===== src/rtl/run_ctrl_pkg.sv =====
// rtl/run_ctrl_pkg.sv - shared types and program entry table for the run/halt sequencer
package run_ctrl_pkg;

    typedef enum logic [1:0] {
        IDLE,
        LOAD,
        RUN,
        DONE
    } run_state_t;

    localparam int ROM_PC_W  = 10;
    localparam int ROM_SLOTS = 4;

    // Entry PC of each program image; slots past PROG_CT are never selected.
    localparam logic [ROM_PC_W-1:0] START_ADDR [ROM_SLOTS] = '{
        10'h000,
        10'h040,
        10'h120,
        10'h3F0
    };

endpackage


===== src/rtl/run_ctrl_cycle_watchdog.sv =====
// rtl/run_ctrl_cycle_watchdog.sv - run cycle counter with terminal-count compare
module cycle_watchdog #(
    parameter int CT_W    = 16,
    parameter int TIMEOUT = 'hFFFF
) (
    input  logic            i_clk,
    input  logic            i_reset,
    input  logic            i_clear,
    input  logic            i_count_en,
    output logic [CT_W-1:0] o_count,
    output logic            o_terminal
);

    localparam logic [CT_W-1:0] LP_LAST  = CT_W'(TIMEOUT - 1);
    localparam logic [CT_W-1:0] LP_LIMIT = CT_W'(TIMEOUT);

    logic [CT_W-1:0] r_count;

    // The limit guard keeps the count pinned at TIMEOUT rather than wrapping.
    always_ff @(posedge i_clk) begin
        if (i_reset || i_clear) begin
            r_count <= '0;
        end else if (i_count_en && (r_count != LP_LIMIT)) begin
            r_count <= r_count + 1'b1;
        end
    end

    assign o_count    = r_count;
    assign o_terminal = (r_count == LP_LAST);

endmodule


===== src/rtl/run_ctrl.sv =====
// rtl/run_ctrl.sv - run/halt sequencer turning Start/Ack into core start, run gate and entry PC
module run_ctrl
    import run_ctrl_pkg::*;
#(
    parameter int CT_W    = 16,
    parameter int TIMEOUT = 'hFFFF,
    parameter int PROG_CT = 3,
    parameter int PC_W    = 10
) (
    input  logic            i_clk,
    input  logic            i_reset,
    input  logic            i_start,
    input  logic            i_halt_req,
    output logic            o_core_start,
    output logic            o_run_en,
    output logic [1:0]      o_prog_sel,
    output logic [PC_W-1:0] o_start_addr,
    output logic            o_ack,
    output logic [CT_W-1:0] o_cycle_ct,
    output logic            o_timeout
);

    if (PROG_CT < 1 || PROG_CT > ROM_SLOTS) begin : g_bad_prog_ct
        $error("run_ctrl: PROG_CT must be 1..4 to fit the 2-bit program select");
    end

    localparam logic [1:0] LP_LAST_PROG = 2'(PROG_CT - 1);

    run_state_t r_state;
    run_state_t w_next;
    logic [1:0] r_prog_sel;
    logic       r_ack;
    logic       r_timeout;

    logic w_enter_load;
    logic w_halt_done;
    logic w_wdog_done;
    logic w_advance;
    logic w_terminal;

    cycle_watchdog #(
        .CT_W    (CT_W),
        .TIMEOUT (TIMEOUT)
    ) u_watchdog (
        .i_clk      (i_clk),
        .i_reset    (i_reset),
        .i_clear    (w_enter_load),
        .i_count_en (o_run_en),
        .o_count    (o_cycle_ct),
        .o_terminal (w_terminal)
    );

    always_comb begin
        w_next       = r_state;
        w_enter_load = 1'b0;
        w_halt_done  = 1'b0;
        w_wdog_done  = 1'b0;
        w_advance    = 1'b0;
        case (r_state)
            IDLE: begin
                if (i_start) begin
                    w_next       = LOAD;
                    w_enter_load = 1'b1;
                end
            end
            LOAD: begin
                if (!i_start) begin
                    w_next = RUN;
                end
            end
            RUN: begin
                // An abort restarts the same program; a halt beats the watchdog.
                if (i_start) begin
                    w_next       = LOAD;
                    w_enter_load = 1'b1;
                end else if (i_halt_req) begin
                    w_next      = DONE;
                    w_halt_done = 1'b1;
                end else if (w_terminal) begin
                    w_next      = DONE;
                    w_wdog_done = 1'b1;
                end
            end
            DONE: begin
                if (i_start) begin
                    w_next       = LOAD;
                    w_enter_load = 1'b1;
                    w_advance    = 1'b1;
                end
            end
            default: w_next = IDLE;
        endcase
        o_core_start = (r_state == LOAD);
        o_run_en     = (r_state == RUN);
    end

    always_ff @(posedge i_clk) begin
        if (i_reset) begin
            r_state    <= IDLE;
            r_prog_sel <= 2'd0;
            r_ack      <= 1'b0;
            r_timeout  <= 1'b0;
        end else begin
            r_state <= w_next;
            if (w_enter_load) begin
                r_ack     <= 1'b0;
                r_timeout <= 1'b0;
            end else if (w_halt_done || w_wdog_done) begin
                r_ack     <= 1'b1;
                r_timeout <= w_wdog_done;
            end
            if (w_advance) begin
                r_prog_sel <= (r_prog_sel == LP_LAST_PROG) ? 2'd0 : r_prog_sel + 2'd1;
            end
        end
    end

    assign o_prog_sel   = r_prog_sel;
    assign o_start_addr = PC_W'(START_ADDR[r_prog_sel]);
    assign o_ack        = r_ack;
    assign o_timeout    = r_timeout;

endmodule


===== config.mk =====
export PLATFORM = sky130hd
export DESIGN_NAME = run_ctrl
export DESIGN_NICKNAME = d
export VERILOG_FILES = /design/src/rtl/run_ctrl_pkg.sv /design/src/rtl/run_ctrl_cycle_watchdog.sv /design/src/rtl/run_ctrl.sv
export SDC_FILE = /design/constraint.sdc
export NUM_CORES = 1
export LEC_CHECK = 0
export CAP_MARGIN = 25
export CORE_MARGIN = 3
export CORE_UTILIZATION = 47
export CTS_BUF_LIST = sky130_fd_sc_hd__clkbuf_8 sky130_fd_sc_hd__clkbuf_16
export CTS_CLUSTER_DIAMETER = 150
export CTS_CLUSTER_SIZE = 10
export DETAILED_ROUTE_END_ITERATION = 16
export HOLD_SLACK_MARGIN = 0.05
export PLACE_DENSITY_LB_ADDON = 0.05
export SLEW_MARGIN = 5
export SYNTH_ARGS = -nofsm -noshare
export SYNTH_HDL_FRONTEND = slang
export SYNTH_HIERARCHICAL = 1
export SYNTH_SLANG_ARGS = --single-unit

===== constraint.sdc =====
create_clock -name i_clk -period 2.1 [get_ports i_clk]
set_input_delay 0.42 -clock i_clk [delete_from_list [all_inputs] [get_ports i_clk]]
set_output_delay 0.42 -clock i_clk [all_outputs]
set_load 0.02 [all_outputs]

# Yosys cells after proc, flatten, opt, wreduce, memory -nomap -nowiden
# Index checks and enable logic that the tools add are counted.
# word_totals
register_bits	22
latch_bits	0
word_cells	46
n_memories	0
ramBits	0
inputBits	4
romBits	0
# op_classes
div_mod_pow	0
eq_ne	9
add_sub_neg	2
reduce_logical	8
n_shift	0
mux	20
mul	0
bitwise_logic	1
n_lt_le_gt_ge	1
# ops
cell	count
binary-select mux 10 bit (select 2 bit)	1
two-way mux 10 bit	2
adder 16 x 1 -> 16 bit, second input constant	1
== test 16 bit, second input constant	1
!= test 16 bit, second input constant	1
two-way mux 2 bit	6
two-way mux 1 bit	10
== test 2 bit, second input constant	3
case mux 2 bit (3 select lines)	1
!= test 4 bit, second input constant	1
OR reduction 2 bit	2
greater-or-equal comparator 3 bit, second input constant	1
NOT 2 -> 3 bit	1
AND reduction 3 bit	1
OR reduction 3 bit	1
adder 2 x 1 -> 2 bit, second input constant	1
== test 2 x 1 -> 1 bit, second input constant	1
zero test 2 bit	1
logical OR 1 bit	2
!= test 2 x 1 -> 1 bit, second input constant	1
!= test 2 bit, second input constant	1
logical AND 1 bit	1

# Depth between registers and ports, before layout
# Gate-level depths: netlist of the first run.
# depth
depth_word	6
mapped_depth	8

# Modules after synthesis
# The synthesis of the first run kept the hierarchy.
# modules_own_cells
mod	cells_per_inst	seq_area_each_um2	instances	area_per_inst_um2
cycle_watchdog	101	320.3	1	855.8
run_ctrl	45	120.1	1	396.6

# Worst setup path before layout of the first run
# OpenSTA, ideal clock, no wires.
# synth_path
kind	reg-to-reg
from	reg u_watchdog.r_count[0] (netlist: u_watchdog/o_count[0])
to	reg r_state[0]
stages_incl_launch_ff	7
arrival_ns	1.844
slack_ns	0.135
t_required_ns	1.979
n_path_buf	0
synth_period_minus_slack_ns	1.965
setup_ns	0.121
path_cell_list	dfxtp_1 > inv_1 > ha_1 > and4_2 > or3b_1 > a21oi_2 > mux2_2
# synth_via
elab_chain_len	3
# synth_rtl
item	line	text
from (decl)	run_ctrl_cycle_watchdog.sv:17	logic [CT_W-1:0] r_count;
from (signal assigned)	run_ctrl_cycle_watchdog.sv:24	r_count <= r_count + 1'b1;
== test 16 bit	run_ctrl_cycle_watchdog.sv:29	assign o_terminal = (r_count == LP_LAST);
via w_terminal	run_ctrl.sv:39	logic w_terminal;
!= test 4 bit (no source line)	n/a	
AND reduction 3 bit (no source line)	n/a	
to (signal assigned)	run_ctrl.sv:104	r_state <= w_next;
to (decl)	run_ctrl.sv:29	run_state_t r_state;
# The timed path passes the listed nets, and every way through them passes these cells.
# A chain may end at the register's enable or synchronous reset.

# Worst setup path in the final report of the first run
# layout_path
from	reg r_state[0]
to	reg u_watchdog.r_count[13] (netlist: u_watchdog/o_count[13])
# layout_via
elab_chain_len	4
# layout_rtl
item	line	text
== test 2 bit, or another cell as far along	run_ctrl.sv:59	case (r_state)
OR reduction 3 bit (no source line)	n/a	
two-way mux 1 bit	n/a	
logical OR 1 bit	run_ctrl_cycle_watchdog.sv:21	if (i_reset || i_clear) begin
# Parallel ways exist; a longest one is shown, timed or not.

==> metrics list, run 1 <==
* Count of cells along the worst hold path: 2
* Most instantiated cells after synthesis: 22 x sky130_fd_sc_hd__dfxtp_1, 15 x sky130_fd_sc_hd__a21oi_1, 9 x sky130_fd_sc_hd__buf_4, 9 x sky130_fd_sc_hd__nor2_1, 8 x sky130_fd_sc_hd__nand2_1
- Combinational logic is responsible for between 20% and 30% of the overall power.
- Among all flip-flop cells after synthesis, the most frequent one is sky130_fd_sc_hd__dfxtp_1.
* Leading cell types by total area after synthesis: sky130_fd_sc_hd__dfxtp_1 35%, sky130_fd_sc_hd__a21oi_1 6.0%, sky130_fd_sc_hd__ha_1 6.0%
- Number of fill cells in the layout: about 230
- Net switching is 30.26% of the power.
- Dividing the detail-routed via count by the number of cells gives 5.665.
- Most crowded layer after global routing: met2
- Highest achievable clock rate: 515.8 MHz
- In the post-synthesis netlist, the cell with the most instances is sky130_fd_sc_hd__dfxtp_1.
* Proportion of power drawn by flip-flops and latches: 38.9%
- For this configuration, the core starts out at a cell density of 50.10%.
- Register-to-Register Setup Slack: 0.16 ns
* Weighted congestion reported at the end of routability-driven placement: 0.7732
- Hold repair after CTS inserted 0 buffers.
- Violation count after the first detailed-route iteration: 32
- Power Density: 742.1 nW/um^2
* Final setup viols: 0
- The hold violation count in the final report came to 0.
- Number of gates resized after CTS: 1
- Yosys printed 6 warnings.
- Type of the worst min-delay path: flip-flop to flip-flop
- The finished layout holds 209 standard cells, fillers aside.
* Max-Cap Viols: 0
* Total routed wirelength: 2803 microns
- For this run, design rule violations remaining after detail routing come to 0.
- The clock period could shrink to 1.939 ns.
- The synthesized design devotes to its leading area cell type approximately a third of total area.
* Flip-flop and latch count after synthesis: 22
- In this run the static leakage power is about 0.57 nW.
- Required @ worst endpoint: roughly 2.3 ns
- Summing all flip-flop and latch instances after layout gives 440.4 sq um.
- The floorplan has 18 rows.
- Summed over all instances, the cell type with the most area after synthesis is sky130_fd_sc_hd__dfxtp_1.
- In this run, CTS created clock tree buffers numbering 3.
- Summed over all layers, the global routing overflow is 0.
- Met2 Resource Use GR: 29.68%
* Crit path capture type: flip-flop
* Setup TNS after final layout: 0 ns
* Count of cell types in the netlist: between 40 and 50
* Detail Route Antenna Nets: 0
* Later-pin clock latency in the skew report: 0.26 ns
- Width of the chip: 57.62 microns
- Counting flops with an async set or reset pin after synthesis yields a share of 0%.
- The run finished with clean final reports.
- For this run, global-route usage on met1 was measured as a little under a quarter.
- The final critical path takes up ~92% of the cycle.
- Setup repair after global routing left no endpoint under its margin.
* Clock edge transition at the registers on the reported setup and hold paths: 0.09 ns
* CTS Root Cell: sky130_fd_sc_hd__clkbuf_8
- Start point of the critical path: r_state[0]$_SDFFE_PP0P_
* Seq/Total Area, Yosys: 35.16%
- 0 antenna diodes ended up in the layout.
- The worst setup path is launched from a flip-flop.
* Path type of the worst setup path: flip-flop to flip-flop
- In this run the tool buffered the top-level ports with 31 buffer cells.
- Including well taps, the total number of placed cells is 205.
- Clk sink count: 22
* H-tree lvl count: 1
* Sink of the worst hold path: u_watchdog/o_count[15]$_SDFFE_PP0P_
- IR analysis of the VDD net gives a maximum drop of 0.0004537 V.
- Total Nets Final: 190
* Setup Skew: 0.009903 ns
- Internal power comes to 0.8554 mW.
* Max clock buf depth: 2
* Chip height: around 58 microns
* # IOs: 36
- The endpoint identified for the worst register-to-register timing path is u_watchdog/o_count[13]$_SDFFE_PP0P_.
- The die covers approximately 3300 sq um.
- Antenna violations before repair: 0
- Clock tree from TritonCTS: done
- CP max FO: 8
* Launch instance of the worst register-to-register path: r_state[0]$_SDFFE_PP0P_
- DPL Wire Length: 2112 microns
* Fraction of final layout cells sized beyond drive strength 1: 13.97%
- In this run the power spent charging and discharging nets is 0.3712 mW.
- The area growth from synthesis to layout is 31.97%.
- In the synthesized netlist, the number of instances is around 150.
- Global-route wire length before repair: 4664 microns
- Area of the core region: 2500 sq um
- Mean instance size in the synthesized netlist: 8.578 sq um
* Routed wirelength normalized by instance count: 13.41 microns
- The routed layout has between 1,000 and 1,500 vias.
- Counting flops with a built-in enable in the synthesized netlist gives 0.
- Area taken by multi-input logic gates: 704.4 sq um
* Drt pass-1 iters: 4
- The number of pins with negative max-slew slack in the final report came to 0.
- The cell area that synthesis handed to floorplanning was 1252 sq um.
- Pin count of the biggest net entering global routing: 16
- Worst Hold Launch: u_watchdog/o_count[15]$_SDFFE_PP0P_
- STA puts the critical path data arrival time at 2.12 ns.
* Number of global-route vias before repair: 1,089
* Worst Reg-to-Reg Cells: 6
- In the global route stage, met3 resource usage came out at 3.118%.
- Once the clock tree was built, the setup fixing pass inserted 0 buffers.
* Clock network fraction of total power: 31.8%
* Aggregate global-route resource usage: 17.40%
-- registers in the layout (all words and copies together) (netlist names) --
signal / flops
r_state: 2
o_prog_sel: 2
o_ack: 1
o_timeout: 1
u_watchdog/o_count: 16
-- metal layers --
layer / part of all wire [%] / vias up
li1: - / 599
met1: 47 / 553
met2: 48 / 30
met3: 4.1 / 2
met4: 0.54 / 0
met5: 0 / -
-- power groups by stage --
| stage | Clock [mW] | Combinational, mW | Sequential (mW) |
|---|---|---|---|
| after global routing | 0.419 | 0.398 | 0.485 |
| after floorplan | 0 | 0.248 | 0.497 |
| after detailed placement | 0 | 0.366 | 0.487 |
| after CTS | 0.399 | 0.362 | 0.478 |
| final | 0.390 | 0.359 | 0.478 |
| after global placement | 0 | 0.355 | 0.484 |
-- cell type report --
| type | instances | area share [%] |
|---|---|---|
| timing repair buffer | 40 | 22.79 |
| multi-input combinational | 107 | 42.62 |
| sequential | 22 | 26.65 |
| clock inverter | 1 | 1.817 |
| clock buffer | 3 | 2.498 |
| inverter | 6 | 1.363 |
| tap | 30 | 2.271 |
-- per-stage QoR --
stage	hold WS, ns	setup slack, ns	cell area, sq um	power (mW)	util [%]
floorplan	0.4891	0.1352	1264	0.7455	-
CTS	0.5194	0.1551	1653	1.239	66.12
detailed placement	0.5021	0.1382	1583	0.8528	63.31
global route	0.5572	0.006020	1653	1.301	66.12
finish	0.5143	0.1614	1653	1.227	66.12
global placement	0.5007	0.1595	1583	0.8385	63.31
-- worst max path at each step --
stage                                                to  cells past startpoint
floorplan                       r_state[0]$_SDFFE_PP0P_                      6
global placement    u_watchdog/o_count[10]$_SDFFE_PP0P_                      5
detailed placement  u_watchdog/o_count[10]$_SDFFE_PP0P_                      5
CTS                 u_watchdog/o_count[13]$_SDFFE_PP0P_                      6
global route        u_watchdog/o_count[10]$_SDFFE_PP0P_                      6
finish              u_watchdog/o_count[13]$_SDFFE_PP0P_                      6
-- critical path, stage by stage, from the launching register on --
cell,delay (ns)
sky130_fd_sc_hd__dfxtp_1,0.36
sky130_fd_sc_hd__inv_1,0.10
sky130_fd_sc_hd__ha_1,0.31
sky130_fd_sc_hd__nand3_1,0.10
sky130_fd_sc_hd__or3_1,0.42
sky130_fd_sc_hd__or4_1,0.43
sky130_fd_sc_hd__a21oi_1,0.15
-- logic make-up after synthesis --
group / Yosys count / share of synthesized area (%)
other cells: 1 / 0.2994
flops: 22 / 35.16
simple gates: 58 / 27.97
xor+xnor: 2 / 1.399
compound gates: 34 / 17.18
mux: 3 / 2.498
fa+ha+maj: 6 / 5.994
buf+inv: 20 / 9.489
-- layout by cell type (no fill, tap or decap), types with 6 or more instances in the layout --
cell type / instances
sky130_fd_sc_hd__inv_1: 6
sky130_fd_sc_hd__a21oi_1: 15
sky130_fd_sc_hd__buf_4: 9
sky130_fd_sc_hd__nand2_1: 8
sky130_fd_sc_hd__or3_1: 6
sky130_fd_sc_hd__clkdlybuf4s50_1: 30
sky130_fd_sc_hd__nor2_1: 9
sky130_fd_sc_hd__nand4_1: 7
sky130_fd_sc_hd__dfxtp_1: 22
sky130_fd_sc_hd__ha_1: 6
(Power assumes the default switching activity.)
==> run 2, diff against run 1 <==
--- a/config.mk
+++ b/config.mk
@@ -9,7 +9,7 @@
 export CORE_MARGIN = 3
 export CORE_UTILIZATION = 47
 export CTS_BUF_LIST = sky130_fd_sc_hd__clkbuf_8 sky130_fd_sc_hd__clkbuf_16
-export CTS_CLUSTER_DIAMETER = 150
+export CTS_CLUSTER_DIAMETER = 50
 export CTS_CLUSTER_SIZE = 10
 export DETAILED_ROUTE_END_ITERATION = 16
 export HOLD_SLACK_MARGIN = 0.05
==> results of run 2 <==
Same layout as run 1: the final DEF is identical, and so are final timing and power.
==> run 3, diff against run 2 <==
--- a/config.mk
+++ b/config.mk
@@ -14,6 +14,7 @@
 export DETAILED_ROUTE_END_ITERATION = 16
 export HOLD_SLACK_MARGIN = 0.05
 export PLACE_DENSITY_LB_ADDON = 0.05
+export REMOVE_ABC_BUFFERS = 1
 export SLEW_MARGIN = 5
 export SYNTH_ARGS = -nofsm -noshare
 export SYNTH_HDL_FRONTEND = slang
==> run 3 against run 2 <==
Design area decreased by 0.76%. Worst setup slack got worse by 0.088 ns. Core utilization decreased by 0.50 points. Cell count unchanged. Clock-buffer cell count increased by 1. Global-route usage increased by 0.54 points. Fmax decreased by 4.3%. Clock power decreased by 22%. Critical endpoint is now o_run_en. Largest power group unchanged.
==> metrics list, run 3 (same netlist as run 1, synthesis figures left out) <==
* Outcome: finished clean
- The detailed router's first-iteration violation count came to 32 (unchanged).
- Pre-CTS setup slack: 0.1291 ns (-0.009004 ns)
- Final hold vios: 0 (unchanged)
- The via count of the first global-routing pass came to 1,104 (+1.4%).
- H-tree lvl count: 1 (unchanged)
- STA classifies the critical path startpoint as a flip-flop.
- The clock-pin slew on the worst setup and hold paths came to 0.08 ns (about the same).
- The final-layout fill cell count was 228 (-2.1%).
* Buffers added on ports: 31 (unchanged)
- The signal arrival time at the worst endpoint came to 1.61 ns (-0.51 ns).
* Global-route wire length before repair: 4719 microns (+1.2%)
- Most common library cell in the layout ignoring fill and taps: sky130_fd_sc_hd__clkdlybuf4s50_1
- Number of gates resized after CTS: 1 (unchanged)
- The hold slack was 0.5213 ns (+0.006941 ns).
- Register-to-Register Setup Slack: 0.16 ns (about the same)
- Buffer count from post-CTS setup fixing: 0 (unchanged)
* CP max FO: 9 (+1)
- Quantity of hold-fixing buffers added after cts: 0 (unchanged)
* Total non-filler cell area in the finished layout: 1640 sq um (-0.76%)
- The tightest min-delay check is of the flip-flop to flip-flop type.
- The total number of nets in the final design was 190 (unchanged).
- TritonCTS built the clock tree.
- Worst voltage drop across the vdd grid: 0.0006663 V (+47%)
* CTS Root Cell: sky130_fd_sc_hd__clkbuf_8
- The floorplan die height is 57.62 microns (unchanged).
- Setup TNS after final layout: 0 ns (unchanged)
- Later-pin clock latency in the skew report: 0.26 ns (about the same)
* Final setup viols: 0 (unchanged)
* Path type of the worst setup path: flip-flop to output port
- Area of the core region: 2500 sq um (unchanged)
- Drt pass-1 iters: 4 (unchanged)
* Slowest-stage cell, CP: sky130_fd_sc_hd__clkdlybuf4s50_1
- The placed standard-cell area is 1583 sq um (unchanged).
- The power density of the placed cells is 701.5 nW/um^2 (-5.5%).
- Aggregate global-route resource usage: 17.94% (+0.54 points)
- Routed wirelength normalized by instance count: 13.72 microns (+2.3%)
- The number of flip-flops under the largest register name came to 16 (unchanged).
- The delay of the slowest cell on the worst path came to 0.63 ns (+0.20 ns).
- The detailed-route DRC error count was 0 (unchanged).
- Pin count of the biggest net entering global routing: 16 (unchanged)
- Highest achievable clock rate: 493.4 MHz (-4.3%)
- Gr ovfl total: 0 (unchanged)
* Ratio of final minimum period to clock period: 96.51% (+4.2 points)
- The worst register-to-register path ends at r_state[0]$_SDFFE_PP0P_.
* Required @ worst endpoint: 1.68 ns (-0.61 ns)
* Tot Pwr: 1.151 mW (-6.2%)
* Start point of the critical path: r_state[0]$_SDFFE_PP0P_
- Utilization of the core after routing: 65.62% (-0.50 points)
- Setup Skew: 0.006568 ns (-0.003335 ns)
* Worst Reg-to-Reg Cells: 6 (unchanged)
* Total routed wirelength: 2868 microns (+2.3%)
- Unrepaired setup endpoints after global routing: no
- Weighted congestion reported at the end of routability-driven placement: 0.7829 (+1.3%)
- Worst path setup slack after routing: 0.07323 ns (-0.08815 ns)
* Worst Hold Launch: o_ack$_SDFFE_PP0P_
- Final-report max-slew violation count: 0 (unchanged)
- The top-level I/O count is 36 (unchanged).
- The deepest clock path buffer count was 2 (unchanged).
- Cell Count, Final, Fillers Out: 209 (unchanged)
* DPL Wire Length: 2134 microns (+1.1%)
- Count of placed standard cells including taps: 205 (unchanged)
* N_diodes: 0 (unchanged)
* Max-Cap Viols: 0 (unchanged)
* Crit path capture type: output port
* Area taken by multi-input logic gates: 706.9 sq um (+0.36%)
- Antenna violations before repair: 0 (unchanged)
- The worst hold path stage count is 2 (unchanged).
* Cell Chain, Critical Path: inv_1, ha_2, clkdlybuf4s50_1
- In the layout the commonest cells are 31 x sky130_fd_sc_hd__clkdlybuf4s50_1, 22 x sky130_fd_sc_hd__dfxtp_1, 15 x sky130_fd_sc_hd__a21oi_1, 9 x sky130_fd_sc_hd__nor2_1, 9 x sky130_fd_sc_hd__buf_4.
- Launch instance of the worst register-to-register path: u_watchdog/o_count[13]$_SDFFE_PP0P_
* Fraction of final layout cells sized beyond drive strength 1: 14.53% (+0.56 points)
- The full die area came to 3320 sq um (unchanged).
- The total clock sinks was 22 (unchanged).
- Via count normalized by instance count: 5.780 (+2.0%)
- Cell leakage power: 0.5608 nW (-2.1%)
- Clock buffers created by TritonCTS: 3 (unchanged)
- Detail Route Antenna Nets: 0 (unchanged)
* Rows: 18 (unchanged)
- Via count: 1,208 (+2.0%)
* Time the final worst path needs with I/O delays and setup: 2.027 ns (+0.08815 ns)
- The path with the worst hold slack has its endpoint at o_ack$_SDFFE_PP0P_.
* Sequential standard cell area: 440.4 sq um (unchanged)
- Relative to the synthesized area, the layout overhead comes to 30.97%.
- Width of the chip: 57.62 microns (unchanged)
- Starting Density: 50.10% (unchanged)
## run 3: cell types whose count changed in the layout (fill, tap and decap cells not counted), sizes merged
cell / delta
clkdlybuf4s50: +1
dlygate4sd2: -1
bufinv: -1
clkbuf: +1
## run 3: cell type report
class,instances,area share (%)
flip-flops and latches,22,26.85
inverters,6,1.373
clock buffers,4,3.356
well taps,30,2.288
multi-input cells,107,43.10
repair buffers,40,23.04
## run 3: power breakdown
| group | switching [mW] | leakage [nW] | internal [mW] |
|---|---|---|---|
| combinational | 0.203 | 0.354 | 0.160 |
| sequential | 0.0352 | 0.178 | 0.446 |
| clock | 0.139 | 0.0288 | 0.167 |
## run 3: how the worst max path moves through the flow
stage,endpoint,slack (ns)
floorplan,r_state[0]$_SDFFE_PP0P_,0.14
global placement,u_watchdog/o_count[10]$_SDFFE_PP0P_,0.17
detailed placement,u_watchdog/o_count[10]$_SDFFE_PP0P_,0.13
CTS,o_run_en,0.06
global route,o_timeout$_SDFFE_PP0P_,0.003
finish,o_run_en,0.07
## run 3: per-layer routing
layer / track usage [%] / wire length [microns] / vias up
met4: 5.298 / 15 / 0
met3: 4.677 / 154 / 2
met2: 31.94 / 1467 / 39
met1: 21.03 / 1230 / 570
met5: 0 / 0 / -
li1: - / - / 597
## run 3: worst max-delay path: cells and delay by family (launching register included)
family	cells	cell delay, ns
buffers and inverters	2	0.72
adder cells (fa/ha/maj)	1	0.28
flip-flops	1	0.35
